--- src/rtl/hiscore_ram_bridge_if.sv ---
// rtl/hiscore_ram_bridge_if.sv - engine, CPU and RAM signal bundle for hiscore_ram_bridge
interface hiscore_ram_bridge_if #(
    parameter int AW = 16
);
    // High-score engine side
    logic [AW-1:0] hs_addr;
    logic [7:0]    hs_din;
    logic          hs_we;
    logic [7:0]    hs_dout;
    logic          hs_busy;
    logic          hs_ovf;

    // Z80 side
    logic          cpu_cs;
    logic [AW-1:0] cpu_addr;
    logic [7:0]    cpu_wdata;
    logic          cpu_we;

    // Work RAM port
    logic [AW-1:0] ram_addr;
    logic [7:0]    ram_wdata;
    logic          ram_we;
    logic [7:0]    ram_rdata;

    modport slave (
        input  hs_addr, hs_din, hs_we,
        input  cpu_cs, cpu_addr, cpu_wdata, cpu_we,
        input  ram_rdata,
        output hs_dout, hs_busy, hs_ovf,
        output ram_addr, ram_wdata, ram_we
    );

    modport master (
        output hs_addr, hs_din, hs_we,
        output cpu_cs, cpu_addr, cpu_wdata, cpu_we,
        output ram_rdata,
        input  hs_dout, hs_busy, hs_ovf,
        input  ram_addr, ram_wdata, ram_we
    );
endinterface

--- src/rtl/hiscore_ram_bridge.sv ---
// rtl/hiscore_ram_bridge.sv - slot-stealing bridge between high-score engine and work RAM
module hiscore_ram_bridge #(
    parameter int AW     = 16,
    parameter int WDEPTH = 2
) (
    input  logic                 clk,
    input  logic                 reset_n,
    hiscore_ram_bridge_if.slave  bus
);
    localparam int PW = $clog2(WDEPTH);
    localparam logic [PW-1:0] PTR_ONE = 1;
    localparam logic [PW:0]   CNT_ONE = 1;

    typedef enum logic [1:0] {
        ST_IDLE,
        ST_ISSUE,
        ST_CAPTURE
    } state_t;

    state_t        state_q, state_d;

    logic [AW-1:0] prev_addr_q;
    logic [7:0]    prev_din_q;
    logic          prev_we_q;

    logic [AW-1:0] fifo_addr_q [WDEPTH];
    logic [7:0]    fifo_data_q [WDEPTH];
    logic [PW-1:0] wr_ptr_q, rd_ptr_q;
    logic [PW:0]   cnt_q, cnt_d;

    logic          rd_pend_q, rd_pend_d;
    logic [AW-1:0] rd_addr_q, rd_addr_d;
    logic [7:0]    dout_q;
    logic          ovf_q;

    logic          wr_req, rd_req;
    logic          fifo_empty, fifo_full;
    logic          can_issue, pop, push, rd_issue, pending_d;

    // Edge/change detect against the previous cycle's engine inputs
    assign wr_req = bus.hs_we && (!prev_we_q || (bus.hs_addr != prev_addr_q)
                                             || (bus.hs_din != prev_din_q));
    assign rd_req = !bus.hs_we && (bus.hs_addr != prev_addr_q);

    // Count reaches WDEPTH (a power of two) exactly when its MSB is set
    assign fifo_empty = (cnt_q == '0);
    assign fifo_full  = cnt_q[PW];

    assign bus.hs_dout = dout_q;
    assign bus.hs_ovf  = ovf_q;
    assign bus.hs_busy = !fifo_empty || rd_pend_q || (state_q != ST_IDLE);

    // Slot arbitration, buffer bookkeeping and next state
    always_comb begin
        state_d   = state_q;
        can_issue = (state_q != ST_CAPTURE) && !bus.cpu_cs;
        pop       = can_issue && !fifo_empty;
        rd_issue  = can_issue && fifo_empty && rd_pend_q;
        // A pop in the same cycle frees the slot, so a full buffer still accepts
        push      = wr_req && (!fifo_full || pop);

        cnt_d = cnt_q;
        if (push && !pop) begin
            cnt_d = cnt_q + CNT_ONE;
        end else if (pop && !push) begin
            cnt_d = cnt_q - CNT_ONE;
        end

        rd_pend_d = rd_pend_q;
        rd_addr_d = rd_addr_q;
        if (rd_issue) begin
            rd_pend_d = 1'b0;
        end
        // Newest read request always wins, even over one issuing now
        if (rd_req) begin
            rd_pend_d = 1'b1;
            rd_addr_d = bus.hs_addr;
        end

        pending_d = (cnt_d != '0) || rd_pend_d;

        case (state_q)
            ST_CAPTURE: state_d = pending_d ? ST_ISSUE : ST_IDLE;
            default: begin
                if (rd_issue) begin
                    state_d = ST_CAPTURE;
                end else begin
                    state_d = pending_d ? ST_ISSUE : ST_IDLE;
                end
            end
        endcase
    end

    // RAM port mux: CPU owns the port whenever it selects the RAM
    always_comb begin
        bus.ram_addr  = bus.cpu_addr;
        bus.ram_wdata = bus.cpu_wdata;
        bus.ram_we    = 1'b0;
        if (bus.cpu_cs) begin
            bus.ram_we = bus.cpu_we;
        end else if (pop) begin
            bus.ram_addr  = fifo_addr_q[rd_ptr_q];
            bus.ram_wdata = fifo_data_q[rd_ptr_q];
            bus.ram_we    = 1'b1;
        end else if (rd_issue) begin
            bus.ram_addr = rd_addr_q;
        end
    end

    // FSM state register
    always_ff @(posedge clk or negedge reset_n) begin
        if (!reset_n) begin
            state_q <= ST_IDLE;
        end else begin
            state_q <= state_d;
        end
    end

    // Request history, buffer pointers, pending read and result registers
    always_ff @(posedge clk or negedge reset_n) begin
        if (!reset_n) begin
            prev_addr_q <= '0;
            prev_din_q  <= '0;
            prev_we_q   <= 1'b0;
            wr_ptr_q    <= '0;
            rd_ptr_q    <= '0;
            cnt_q       <= '0;
            rd_pend_q   <= 1'b0;
            rd_addr_q   <= '0;
            dout_q      <= '0;
            ovf_q       <= 1'b0;
        end else begin
            prev_addr_q <= bus.hs_addr;
            prev_din_q  <= bus.hs_din;
            prev_we_q   <= bus.hs_we;
            cnt_q       <= cnt_d;
            rd_pend_q   <= rd_pend_d;
            rd_addr_q   <= rd_addr_d;
            if (push) begin
                wr_ptr_q <= wr_ptr_q + PTR_ONE;
            end
            if (pop) begin
                rd_ptr_q <= rd_ptr_q + PTR_ONE;
            end
            if (wr_req && !push) begin
                ovf_q <= 1'b1;
            end
            if (state_q == ST_CAPTURE) begin
                dout_q <= bus.ram_rdata;
            end
        end
    end

    // Write buffer storage; contents are only meaningful between the pointers
    always_ff @(posedge clk) begin
        if (push) begin
            fifo_addr_q[wr_ptr_q] <= bus.hs_addr;
            fifo_data_q[wr_ptr_q] <= bus.hs_din;
        end
    end
endmodule

--- src/flat_wrapper.sv ---
// flat-port wrapper written by rule: the top's interface ports become plain ports
module hiscore_ram_bridge_flat 
#(
    parameter int AW     = 16,
    parameter int WDEPTH = 2
)
  (clk, reset_n, bus_hs_addr, bus_hs_din, bus_hs_we, bus_cpu_cs, bus_cpu_addr, bus_cpu_wdata, bus_cpu_we, bus_ram_rdata, bus_hs_dout, bus_hs_busy, bus_hs_ovf, bus_ram_addr, bus_ram_wdata, bus_ram_we);
  hiscore_ram_bridge_if #(.AW(AW)) bus_i ();
  input  logic clk;
  input  logic reset_n;
  input wire logic [$bits(bus_i.hs_addr)-1:0] bus_hs_addr;
  input wire logic [$bits(bus_i.hs_din)-1:0] bus_hs_din;
  input wire logic [$bits(bus_i.hs_we)-1:0] bus_hs_we;
  input wire logic [$bits(bus_i.cpu_cs)-1:0] bus_cpu_cs;
  input wire logic [$bits(bus_i.cpu_addr)-1:0] bus_cpu_addr;
  input wire logic [$bits(bus_i.cpu_wdata)-1:0] bus_cpu_wdata;
  input wire logic [$bits(bus_i.cpu_we)-1:0] bus_cpu_we;
  input wire logic [$bits(bus_i.ram_rdata)-1:0] bus_ram_rdata;
  output wire logic [$bits(bus_i.hs_dout)-1:0] bus_hs_dout;
  output wire logic [$bits(bus_i.hs_busy)-1:0] bus_hs_busy;
  output wire logic [$bits(bus_i.hs_ovf)-1:0] bus_hs_ovf;
  output wire logic [$bits(bus_i.ram_addr)-1:0] bus_ram_addr;
  output wire logic [$bits(bus_i.ram_wdata)-1:0] bus_ram_wdata;
  output wire logic [$bits(bus_i.ram_we)-1:0] bus_ram_we;
  assign bus_i.hs_addr = bus_hs_addr;
  assign bus_i.hs_din = bus_hs_din;
  assign bus_i.hs_we = bus_hs_we;
  assign bus_i.cpu_cs = bus_cpu_cs;
  assign bus_i.cpu_addr = bus_cpu_addr;
  assign bus_i.cpu_wdata = bus_cpu_wdata;
  assign bus_i.cpu_we = bus_cpu_we;
  assign bus_i.ram_rdata = bus_ram_rdata;
  assign bus_hs_dout = bus_i.hs_dout;
  assign bus_hs_busy = bus_i.hs_busy;
  assign bus_hs_ovf = bus_i.hs_ovf;
  assign bus_ram_addr = bus_i.ram_addr;
  assign bus_ram_wdata = bus_i.ram_wdata;
  assign bus_ram_we = bus_i.ram_we;
  hiscore_ram_bridge #(.AW(AW), .WDEPTH(WDEPTH)) u_core (.clk(clk), .reset_n(reset_n), .bus(bus_i));
endmodule
--- config.mk ---
export PLATFORM = sky130hd
export DESIGN_NAME = hiscore_ram_bridge_flat
export DESIGN_NICKNAME = d
export VERILOG_FILES = /design/src/rtl/hiscore_ram_bridge_if.sv /design/src/rtl/hiscore_ram_bridge.sv /design/src/flat_wrapper.sv
export SDC_FILE = /design/constraint.sdc
export NUM_CORES = 1
export LEC_CHECK = 0
export ABC_AREA = 0
export BUFFER_PORTS_ARGS = -buffer_cell sky130_fd_sc_hd__buf_2
export CAP_MARGIN = 20
export CORE_MARGIN = 4
export CORE_UTILIZATION = 49
export DETAILED_ROUTE_END_ITERATION = 10
export GPL_TIMING_DRIVEN = 1
export PLACE_DENSITY = 0.77
export SLEW_MARGIN = 30
export SYNTH_ARGS = -nofsm -noshare
export SYNTH_HDL_FRONTEND = slang
export SYNTH_SLANG_ARGS = --single-unit
--- constraint.sdc ---
create_clock -name clk -period 2.9 [get_ports clk]
set_input_delay 0.435 -clock clk [delete_from_list [all_inputs] [get_ports clk]]
set_output_delay 0.435 -clock clk [all_outputs]
set_load 0.02 [all_outputs]
==> run summary, run 1 <==
The run finished with clean final reports. The clock edge transition at the registers on the reported setup and hold paths came out at about 0.10 ns. The total of endpoints with negative setup slack in the final report came out at 0. The floorplan step defined a die boundary enclosing approximately 11000 um2. Setup repair after global routing left no endpoint under its margin.

Across the run, the number of max-cap violations was 0. The number of global-route vias before repair came out at a little over 3000. After synthesis, the share of flip-flops with an asynchronous set or reset is 0.543. The post-synth net total came out at approximately 390.

The total wire length is approximately 9.5 mm. The cell area that synthesis handed to floorplanning was around 4500 um2. STA puts the critical path data required time at between 3 and 4 ns.

The number of remaining DRC errors came out at 0. The overall via count from detail_route came out at 2946. The number of CTS-inserted buffers is 9. The number of cell rows came out at 34. For this run, the share of the core covered by cells in the final layout is 0.602. On the final layout, the worst clock skew is ~0.014 ns.

For this run, the number of Yosys warnings is 0. The slack of the worst reg-to-reg path is about 0.22 ns. The critical path arrival came out at roughly 2.8 ns. The repair_antennas step left the layout with diodes totalling 0.

VDD sags by at most just over 0.4 mV. The share of synthesized area in the top cell type comes to 0.321. The commonest cells after synthesis are sky130_fd_sc_hd__dfrtp_1, sky130_fd_sc_hd__edfxtp_1, sky130_fd_sc_hd__mux2_2. The finished layout cell area came out at approximately 5300 um2. The count of boundary I/O pins is between 90 and 100. Power spread over the standard cell area amounts to roughly 780 nW/um2.

Counting every instance in the synthesized netlist gives approximately 330. The count of hold-fix buffers inserted at cts is 0. The fraction of the yosys area taken by sequential cells is 0.639.

STA classifies the critical path startpoint as a flop. The setup slack at placement came out at 0.00654 ns. The vertical die dimension is 104 um.

The total overflow left after global routing is 0. The share of layout cells above drive strength 1 came out at 0.388. STA classifies the critical path endpoint as a flop. The most numerous cell in the Yosys netlist is sky130_fd_sc_hd__dfrtp_1. The final-report hold violation count is 0. The final layout contains 487 nets.

The leakage power came out at around 2.2 nW. The number of cells upsized or downsized after cts came out at 0. The clock insertion delay at the later pin of the skew report came out at 0.36 ns.

The initial utilization of the core area, before any placement, comes to 0.510. The first detailed-routing pass took 6 iterations. The placeable core area is 8810 um2. The flip-flop cell with the highest count after synthesis is sky130_fd_sc_hd__dfrtp_1. The tree is rooted in a sky130_fd_sc_hd__clkbuf_8. The per-instance average area after synthesis came out at between 10 and 15 um2. The final clock period utilization by the worst path is 0.923. The summed negative setup slack over all endpoints came out at 0 ns. In this run the worst setup path begins at u_core.prev_addr_q[12]. The cell depth of the worst flop-to-flop path is 8. The max-slew headroom at the worst pin is 0.469. By area the synthesized netlist is led by sky130_fd_sc_hd__edfxtp_1, sky130_fd_sc_hd__dfrtp_1, sky130_fd_sc_hd__mux2_2, sky130_fd_sc_hd__xnor2_1, sky130_fd_sc_hd__o21ai_0. The quantity of I/O buffers inserted on ports came out at 95.

Once placement finished, the instance area stood at around 5100 um2. The clock period could shrink to between 2 and 3 ns. The count of unique library cells instantiated by Yosys came out at 38. The maximum clock rate came out at 0.373 GHz. In the final routed layout, each cell accounts on average for between 15 and 20 um. The total power after layout came out at between 4 and 5 mW. In this run the critical register-to-register path is captured at u_core.fifo_data_q[1][7]. TritonCTS built the clock tree. The final critical-path setup slack is 0.223 ns. The first global-routing pass estimated around 15 mm of wire. Entering global routing, the biggest net connects between 50 and 60 pins. The post-synthesis register bit count is between 100 and 150. For the pin with the worst max-slew slack, the measured transition is approximately 0.80 ns. The synthesized design spends more area on one cell type than any other, namely sky130_fd_sc_hd__edfxtp_1. The vias per cell came out at 5.48. The number of DRC violations after detailed-routing iteration 0 came out at 162.

The startpoint of the worst register-to-register path is u_core.prev_addr_q[12]. The clock passes through at most 2 buffers. The number of antenna violations at the first check in global routing came out at 0. The classification of the worst-slack hold path is primary input to async pin. The number of buffers inserted to repair setup after CTS came out at 0. The number of enable-type register cells in the synthesized netlist came out at between 40 and 50. Across every metal layer, demand over resource in global routing totals 0.180. The signed area change from the synthesized netlist to the final layout came out at 18.1%.

The horizontal die dimension came out at between 100 and 150 um. The post-detailed-placement half-perimeter wirelength came out at between 6 and 7 mm. The depth of the CTS H-tree is 3.

The count of nets left with antenna violations after detail routing is 0. The worst setup path is of the flop to flop kind. The routability-driven placement congestion ratio is roughly 0.76. The number of clock sinks is about 110. The final count of pins violating max slew is 0. Of all nets on the critical path, the largest fanout is 10.
[worst max-delay path by stage]
stage                     slack (ns)                  endpoint  cells after the start
after floorplan                 0.34  u_core.fifo_addr_q[0][0]                      6
final                           0.22  u_core.fifo_data_q[1][7]                      8
after global routing            0.05           bus_ram_addr[8]                      8
after global placement          0.09  u_core.fifo_addr_q[0][6]                      8
after detailed placement       0.007  u_core.fifo_addr_q[0][6]                      8
after CTS                       0.10  u_core.fifo_addr_q[0][5]                      6
[metrics by stage]
step                std cells  hold WS, ns
floorplan                 326        0.139
global placement          522        0.480
detailed placement        522        0.488
CTS                       538        0.218
global route              538        0.207
finish                    538        0.214
[sequential cells by signal, indices dropped and copies added (netlist names)]
register            cells
u_core.bus.hs_dout      8
u_core.bus.hs_ovf       1
u_core.cnt_q            2
u_core.fifo_addr_q     32
u_core.fifo_data_q     16
u_core.prev_addr_q     16
u_core.prev_din_q       8
u_core.prev_we_q        1
u_core.rd_addr_q       16
u_core.rd_pend_q        1
u_core.rd_ptr_q         1
u_core.state_q          2
u_core.wr_ptr_q         1
[where the power goes]
part,switching (mW),internal (mW)
logic,0.781,0.565
registers,0.160,1.83
clock network,0.490,0.311
total,1.43,2.70
[layout by cell type (no fill, tap or decap), drive strengths merged, types with 14 or more instances in the layout]
cell type  instances
buf              106
dfrtp             57
edfxtp            48
mux2              40
o21ai             24
xnor2             21
a21oi             17
nand3b            16
o22ai             16
nand2             14
[worst max-delay path, cell delays in order, from the launching register on]
cell and delay, ns:
sky130_fd_sc_hd__dfrtp_1 0.39, sky130_fd_sc_hd__xnor2_1 0.15, sky130_fd_sc_hd__nand4_1 0.23, sky130_fd_sc_hd__nor4_4 0.51, sky130_fd_sc_hd__a31o_2 0.32, sky130_fd_sc_hd__a21oi_1 0.08, sky130_fd_sc_hd__buf_4 0.16, sky130_fd_sc_hd__and2_1 0.31
sky130_fd_sc_hd__buf_4 0.26
[layout make-up]
cell class,instances,area [um2]
clock buffers,9,124
clock inverters,7,46.3
fillers,689,3510
inverters,3,11.3
multi-input cells,200,1540
flip-flops and latches,105,2870
well taps,108,135
repair buffers,106,571
[cells by family (layout without fill, tap and decap cells)]
group / count (synthesis) / count (layout) / synth area share
simple gates: 56 / 56 / 0.0798
compound gates: 67 / 67 / 0.0859
mux: 49 / 49 / 0.120
flops: 105 / 105 / 0.639
buf+inv: 21 / 125 / 0.0192
xor+xnor: 27 / 27 / 0.0527
fa+ha+maj: 1 / 1 / 0.00279
[layer usage]
layer	up-vias	wire [um]	GRT usage
li1	1407	-	-
met1	1464	4160	0.232
met2	66	4850	0.308
met5	-	0	0
met3	9	331	0.0311
met4	0	119	0.0655
No activity file was read; power rests on OpenSTA's default activity.
==> run 2: changes to the inputs <==
==> constraint.sdc (replaced) <==
create_clock -name clk -period 2.9 [get_ports clk]
set_input_delay 0.58 -clock clk [delete_from_list [all_inputs] [get_ports clk]]
set_output_delay 0.58 -clock clk [all_outputs]
set_load 0.02 [all_outputs]
==> run 2 against run 1 <==
  * Die area did not move
  * Combinational power rose by 4%
  * Critical path depth is 3 lower
  * Routed wire length is 0.50% higher
==> run summary, run 2 (synthesized netlist as in run 1, its figures left out) <==
The register with the most flip-flops in the layout has 32 of them. The clock root buffer is sky130_fd_sc_hd__clkbuf_8. The number of cell rows came out at 34. For this run, design rule violations remaining after detail routing come to 0. The total congestion overflow is 0. The final critical-path setup slack came out at 0.191 ns. The horizontal die dimension came out at 104 um. The global-route total usage across every layer is 0.183. The clock edge transition at the registers on the reported setup and hold paths came out at about 0.090 ns. The post-route worst hold slack is 0.350 ns. After detailed routing, the total wire length is ~9.5 mm. The required time of the worst setup path came out at 2.32 ns.

The total of endpoints with negative setup slack in the final report came out at 0. The tool flagged a number of max-cap violations equal to 0. With fillers left out, the area of the finished cells amounts to about 5300 um2. For this run, the share of the core covered by cells in the final layout is 0.607. Once detailed placement completed, the half-perimeter wirelength came to 6.52 mm. Relative to the synthesized area, the layout overhead comes to 19.1%. The most frequent standard cell in the layout excluding fill and tap cells is sky130_fd_sc_hd__buf_2. The slack of the worst reg-to-reg path is approximately 0.41 ns. The max-slew headroom at the worst pin is 0.516. The number of CTS-inserted buffers is 9.

The number of global-route vias before repair came to 3143. The first-pass iteration count of the detailed router is 4. In this run the worst hold path is classified as primary input to async pin. The post-layout net count came out at roughly 500.

At the worst endpoint, the arrival time is 2.13 ns. Counting cells, the worst reg-to-reg path comes to 7. The total power after layout is 4.16 mW. The flow ran to the end, and the final reports show no timing, DRC or antenna violations. The number of antenna violations at the first check in global routing was 0. The register with the highest flop count is u_core.fifo_addr_q.

The vertical die dimension came out at roughly 100 um. After the first detailed-routing iteration, the DRC count stood at about 170. IR analysis of the VDD net gives a maximum drop of around 0.35 mV.

The floorplan step defined a core boundary enclosing approximately 9000 um2. The count of nets left with antenna violations after detail routing is 0. The worst clock skew on the final layout came out at roughly 0.011 ns. The clock passes through at most 2 buffers.

The final cell count without fillers came out at between 500 and 600. The routability-driven placement congestion ratio came out at between 0.8 and 0.9. Setup repair after global routing left no endpoint under its margin. The standard cell area after detailed placement came out at just over 5000 um2.

The clock insertion delay at the later pin of the skew report is around 0.36 ns. The kind of capture point of the worst setup path is an output pin. The summed negative setup slack over all endpoints is 0 ns. The post-layout minimum cycle time came out at roughly 2.7 ns. The wire length of the first global-routing pass came out at ~16 mm.

The worst register-to-register path begins at u_core.cnt_q[0]. The maximum clock rate came out at approximately 0.37 GHz. The library cells used most frequently in the layout, excluding fill and tap cells, are sky130_fd_sc_hd__buf_2, sky130_fd_sc_hd__dfrtp_1, sky130_fd_sc_hd__edfxtp_1.

The leakage power came out at 2.22 nW. The number of instances in the placed design came out at roughly 530. The critical path is of the flop to output pin type. The number of clock sinks came out at 105. The overall via count from detail_route came out at 3002. The quantity of I/O buffers inserted on ports came out at 95. The transition time at the pin with the least slew margin is ~0.73 ns. The pin count of the biggest net entering global routing came out at 58. The count of hold-fix buffers inserted at cts is 0. Dividing the detail-routed via count by the number of cells gives between 5 and 6. The depth of the CTS H-tree is 3. In the final layout, the share of cells above drive strength 1 is 0.401.

The final count of pins violating max slew is 0. After detailed routing, the average wire length per cell comes to about 17 um. The clock tree from TritonCTS is done. Power spread over the standard cell area amounts to between 700 and 800 nW/um2. The total die area is about 11000 um2. The largest driver fanout on the critical path is 20. Of the available clock period, the critical path in the final layout requires 0.934. The count of boundary I/O pins is 96.

OpenSTA, run right after detailed placement, puts the worst setup slack at -0.0786 ns. The final-report hold violation count is 0. The kind of launch point of the worst setup path is a flop.

The end of the worst register-to-register path is u_core.fifo_addr_q[1][5]. The count of antenna diodes in the layout came out at 0. The initial standard-cell utilization of the core came out at 0.510.
==> run 2: changes by cell type in the layout (fill, tap and decap cells not counted), sizes merged <==
cell / before / now
inv: 4 / 3
buf: 106 / 112
clkbuf: 9 / 10
==> run 2: cell type report <==
class,count,area [um2]
Timing Repair Buffer,112,607
Clock inverter,6,43.8
Multi-Input combinational cell,200,1540
Sequential cell,105,2870
Inverter,3,11.3
Clock buffer,10,138
Fill cell,722,3460
Tap cell,108,135
==> run 2: how the worst max path moves through the flow <==
stage               cells after the start            start                        to  slack [ns]
global route                            7  u_core.cnt_q[0]           bus_ram_addr[3]        0.06
finish                                  5  u_core.cnt_q[0]               bus_hs_busy        0.19
detailed placement                      8  bus_hs_addr[14]  u_core.fifo_addr_q[0][4]       -0.08
global placement                        8   bus_hs_addr[4]  u_core.fifo_addr_q[0][6]        0.04
CTS                                     7  u_core.cnt_q[0]           bus_ram_addr[3]        0.12
floorplan                               6  u_core.cnt_q[1]  u_core.fifo_addr_q[0][0]        0.34
==> run 2: per-layer routing <==
layer  global-route usage  share of wire
met1                0.244           0.43
met2                0.306           0.51
met3               0.0243          0.050
met4               0.0684          0.012
met5                    0              0
==> run 2: power by group <==
part	switching [mW]	leakage (nW)	total, mW	internal [mW]
Sequential	0.102	1.12	1.93	1.83
Combinational	0.835	1.01	1.41	0.576
Clock	0.482	0.0922	0.819	0.337
==> run 2: worst max-delay path: stages, from the launching register on <==
cell and delay [ns]:
sky130_fd_sc_hd__dfrtp_1 0.43, sky130_fd_sc_hd__inv_1 0.09, sky130_fd_sc_hd__ha_1 0.16, sky130_fd_sc_hd__buf_4 0.27
sky130_fd_sc_hd__or4b_2 0.63, sky130_fd_sc_hd__buf_2 0.19
==> run 2: repair_timing <==
| item | CTS | global route |
|---|---|---|
| gates resized for setup | 0 | 1 |
| endpoints found under the setup margin | 0 | 2 |
| setup buffers | 0 | 0 |
==> run 3: changes to the inputs <==
--- a/config.mk
+++ b/config.mk
@@ -5,7 +5,7 @@
 export SDC_FILE = /design/constraint.sdc
 export NUM_CORES = 1
 export LEC_CHECK = 0
-export ABC_AREA = 0
+export ABC_AREA = 1
 export BUFFER_PORTS_ARGS = -buffer_cell sky130_fd_sc_hd__buf_2
 export CAP_MARGIN = 20
 export CORE_MARGIN = 4
@@ -13,6 +13,7 @@
 export DETAILED_ROUTE_END_ITERATION = 10
 export GPL_TIMING_DRIVEN = 1
 export PLACE_DENSITY = 0.77
+export REMOVE_ABC_BUFFERS = 1
 export SLEW_MARGIN = 30
 export SYNTH_ARGS = -nofsm -noshare
 export SYNTH_HDL_FRONTEND = slang
==> run 3 against run 2 <==
  * Cell area increased by 0.91%
  * Setup slack improved by 0.044 ns
  * Non-clock buffer count is 9 lower
  * Clock skew hardly changed
  * Critical path type unchanged
  * Critical endpoint is now bus_ram_addr[0]
  * Largest power group unchanged
==> run summary, run 3 <==
The flow ran to the end, and the final reports show no timing, DRC or antenna violations. The number of buffers inserted to repair setup after CTS is 0. The vias per cell is around 5.0.

The summed negative setup slack over all endpoints is 0 ns. The die covers between 10000 and 15000 um2. The number of antenna diodes in the final layout is 0.

Of the post-synthesis cell area, the dominant cell type holds 0.314. The routability-driven placement congestion ratio is between 0.8 and 0.9. Summed over all layers, the routed wires come to ~9.9 mm. The share of layout cells above drive strength 1 came out at 0.237. The classification of the worst-slack hold path is primary input to async pin. STA classifies the critical path startpoint as a flop. The post-synthesis async set-or-reset flop share is 0.543. The number of clock sinks came out at 105. The post-route worst hold slack is between 0.2 and 0.25 ns. Buffers inserted during clock tree synthesis total 9.

Of all cell types, the one taking the most synthesized area is sky130_fd_sc_hd__edfxtp_1. Of the synthesized area, sequential elements account for 0.625. The number of remaining DRC errors came out at 0. The capture point of the worst path is bus_ram_addr[0]. The count of nets left with antenna violations after detail routing is 0. The worst register-to-register path ends at u_core.fifo_data_q[1][6].

The floorplan step defined a core boundary enclosing a little over 9000 um2. The number of global-route vias before repair came out at ~3400. The per-instance average area after synthesis came out at slightly above 9 um2. The initial standard-cell utilization of the core came out at 0.499. TritonCTS built the clock tree. Setup repair after global routing left no endpoint under its margin. The number of antenna violations at the first check in global routing came out at 0. The horizontal die dimension is 105 um.

After the first detailed-routing iteration, the DRC count stood at about 230. The final-report hold violation count came out at 0. The cell area after technology mapping came out at roughly 4600 um2. The max-slew headroom at the worst pin came out at 0.560. The H-tree was split into 3 levels. The clock passes through at most 2 buffers. Sorting the synthesized cells by area gives the leading types as sky130_fd_sc_hd__edfxtp_1, sky130_fd_sc_hd__dfrtp_1, sky130_fd_sc_hd__nand2_1, sky130_fd_sc_hd__nor2_1, sky130_fd_sc_hd__inv_1. For the worst setup path, the data arrival time is between 2 and 2.5 ns. The pin count of the biggest net entering global routing is 33. The first detailed-routing pass took 5 iterations. The type of the worst setup path is flop to output pin.

The post-synthesis register bit count came out at ~110. The tree is rooted in a sky130_fd_sc_hd__clkbuf_8. The clock edge transition at the registers on the reported setup and hold paths came out at around 0.1 ns. The wire length of the first global-routing pass is approximately 17 mm.

The count of hold-fix buffers inserted at cts is 0. The synthesized netlist contains 27 unique library cells. Input and output buffers added on the ports amount to between 90 and 100.

The most numerous cell in the Yosys netlist is sky130_fd_sc_hd__nand2_1. For this run, the post-layout net count is 660. For this run, the leading register cell type out of synthesis is sky130_fd_sc_hd__dfrtp_1. By count the netlist is led by sky130_fd_sc_hd__nand2_1, sky130_fd_sc_hd__nor2_1, sky130_fd_sc_hd__inv_1. The floorplan has 35 rows. Leaving out fill and tap cells, the most frequent cell in the layout is sky130_fd_sc_hd__nand2_1. The number of cells upsized or downsized after cts came out at 0. The number of instances in the synthesized netlist is ~500.

The count of boundary I/O pins came out at 96. The vertical die dimension came out at approximately 100 um. At the later pin of the worst-skew pair, clock insertion delay measures roughly 0.37 ns. Counting the fill cells in the layout gives 795. The worst clock skew on the final layout came out at 0.0115 ns. The register with the highest flop count is u_core.fifo_addr_q. The post-detailed-placement half-perimeter wirelength came out at about 6.9 mm.

The yosys synthesis warning count came out at 0. The largest driver fanout on the critical path came out at 16. The post-layout minimum cycle time came out at roughly 2.7 ns. Data on the critical path is required at its endpoint by about 2.3 ns. The share of the core filled with cells in the final layout is 0.587.

The final clock period utilization by the worst path is 0.919. The slack of the worst reg-to-reg path came out at a little under 0.9 ns. The maximum clock rate came out at about 0.38 GHz. The number of max-cap violations is 0. Across the VDD grid, the largest voltage drop is between 0.3 and 0.4 mV. Compared with the post-synthesis result, the final layout area differs by 17.6%. The routed length per instance is roughly 14 um. For the worst flop-to-flop path, the logic depth is 12. In the global route stage, overall resource usage came out at 0.188. Setup violations remaining at the end of the flow were counted as 0. The transition time at the pin with the least slew margin is about 0.66 ns. The number of enable-type register cells in the synthesized netlist came out at between 40 and 50. The number of flip-flops under the largest register name is 32. The overall via count from detail_route came out at roughly 3500. The power density over cell area is between 700 and 800 nW/um2. The final count of pins violating max slew is 0. The start point of the critical path is u_core.cnt_q[1]. In this run the critical register-to-register path is launched from u_core.prev_addr_q[7]. STA classifies the critical path endpoint as an output pin. The total congestion overflow is 0. The top cell types in the final layout, fill and taps aside, are sky130_fd_sc_hd__nand2_1, sky130_fd_sc_hd__buf_2, sky130_fd_sc_hd__nor2_1. The leakage power came out at approximately 2.6 nW.
run 3: cell types whose count changed in the layout (fill, tap and decap cells not counted), sizes merged, moves of 4 or more:
cell / previous run / this run
mux2i: 9 / 0
nor2: 3 / 79
mux2: 40 / 0
xnor2: 21 / 1
nand3: 1 / 8
buf: 112 / 103
xor2: 6 / 2
inv: 3 / 77
o21ai: 24 / 51
o22ai: 16 / 0
nand3b: 16 / 0
nand2: 14 / 128
o31ai: 0 / 8
run 3: worst min-delay path by stage:
stage	start	end	slack, ns	depth (start not counted)
floorplan	reset_n	u_core.bus.hs_dout[0]	0.28	0
global placement	u_core.bus.hs_dout[2]	u_core.bus.hs_dout[2]	0.45	2
detailed placement	u_core.bus.hs_dout[2]	u_core.bus.hs_dout[2]	0.46	2
CTS	reset_n	u_core.rd_addr_q[12]	0.25	1
global route	reset_n	u_core.bus.hs_dout[1]	0.28	1
finish	reset_n	u_core.bus.hs_dout[1]	0.23	1
run 3: area by class of cell:
cell class / count / area (um2) / area share
clock buffer: 9 / 124 / 0.0230
clock inverter: 7 / 65.1 / 0.0121
inverter: 74 / 283 / 0.0524
multi-input combinational: 305 / 1380 / 0.256
sequential: 105 / 2870 / 0.532
tap: 111 / 139 / 0.0257
timing repair buffer: 103 / 536 / 0.0993
run 3: critical path: stages, from the launching register on:
cell and delay (ns):
sky130_fd_sc_hd__dfrtp_1 0.40, sky130_fd_sc_hd__inv_1 0.16, sky130_fd_sc_hd__ha_1 0.23, sky130_fd_sc_hd__nand2_1 0.10, sky130_fd_sc_hd__nor2_2 0.15, sky130_fd_sc_hd__inv_2 0.18
sky130_fd_sc_hd__o21ai_0 0.28, sky130_fd_sc_hd__a21oi_1 0.06, sky130_fd_sc_hd__buf_2 0.16
run 3: metal layers:
metal,global-route usage,vias up,wire length [um]
li1,-,1783,-
met1,0.249,1643,4440
met2,0.320,98,4870
met3,0.0309,12,475
met4,0.0553,0,132
met5,0,-,0
run 3: cell families (layout without fill, tap and decap cells):
| family | count (synthesis) | in the layout | share of synthesized area |
|---|---|---|---|
| AND/OR/NAND/NOR | 220 | 220 | 0.196 |
| adder cells (fa/ha/maj) | 1 | 1 | 0.00273 |
| flip-flops | 105 | 105 | 0.625 |
| buffers and inverters | 87 | 193 | 0.0750 |
| XOR/XNOR | 3 | 3 | 0.00573 |
| AO/OA/AOI/OAI | 81 | 81 | 0.0949 |
run 3: power by group:
part           switching (mW)  internal [mW]
clock                   0.527          0.330
sequential             0.0960           1.83
combinational           0.932          0.416
total                    1.55           2.58
run 3: per-stage QoR:
step,cell area [um2],power [mW],std cells,worst slack (ns)
after floorplan,4530,2.80,484,0.191
after global placement,5200,3.28,698,0.622
after detailed placement,5200,3.32,698,0.564
after CTS,5390,4.18,714,0.222
after global routing,5390,4.40,714,0.0152
final,5390,4.13,714,0.235
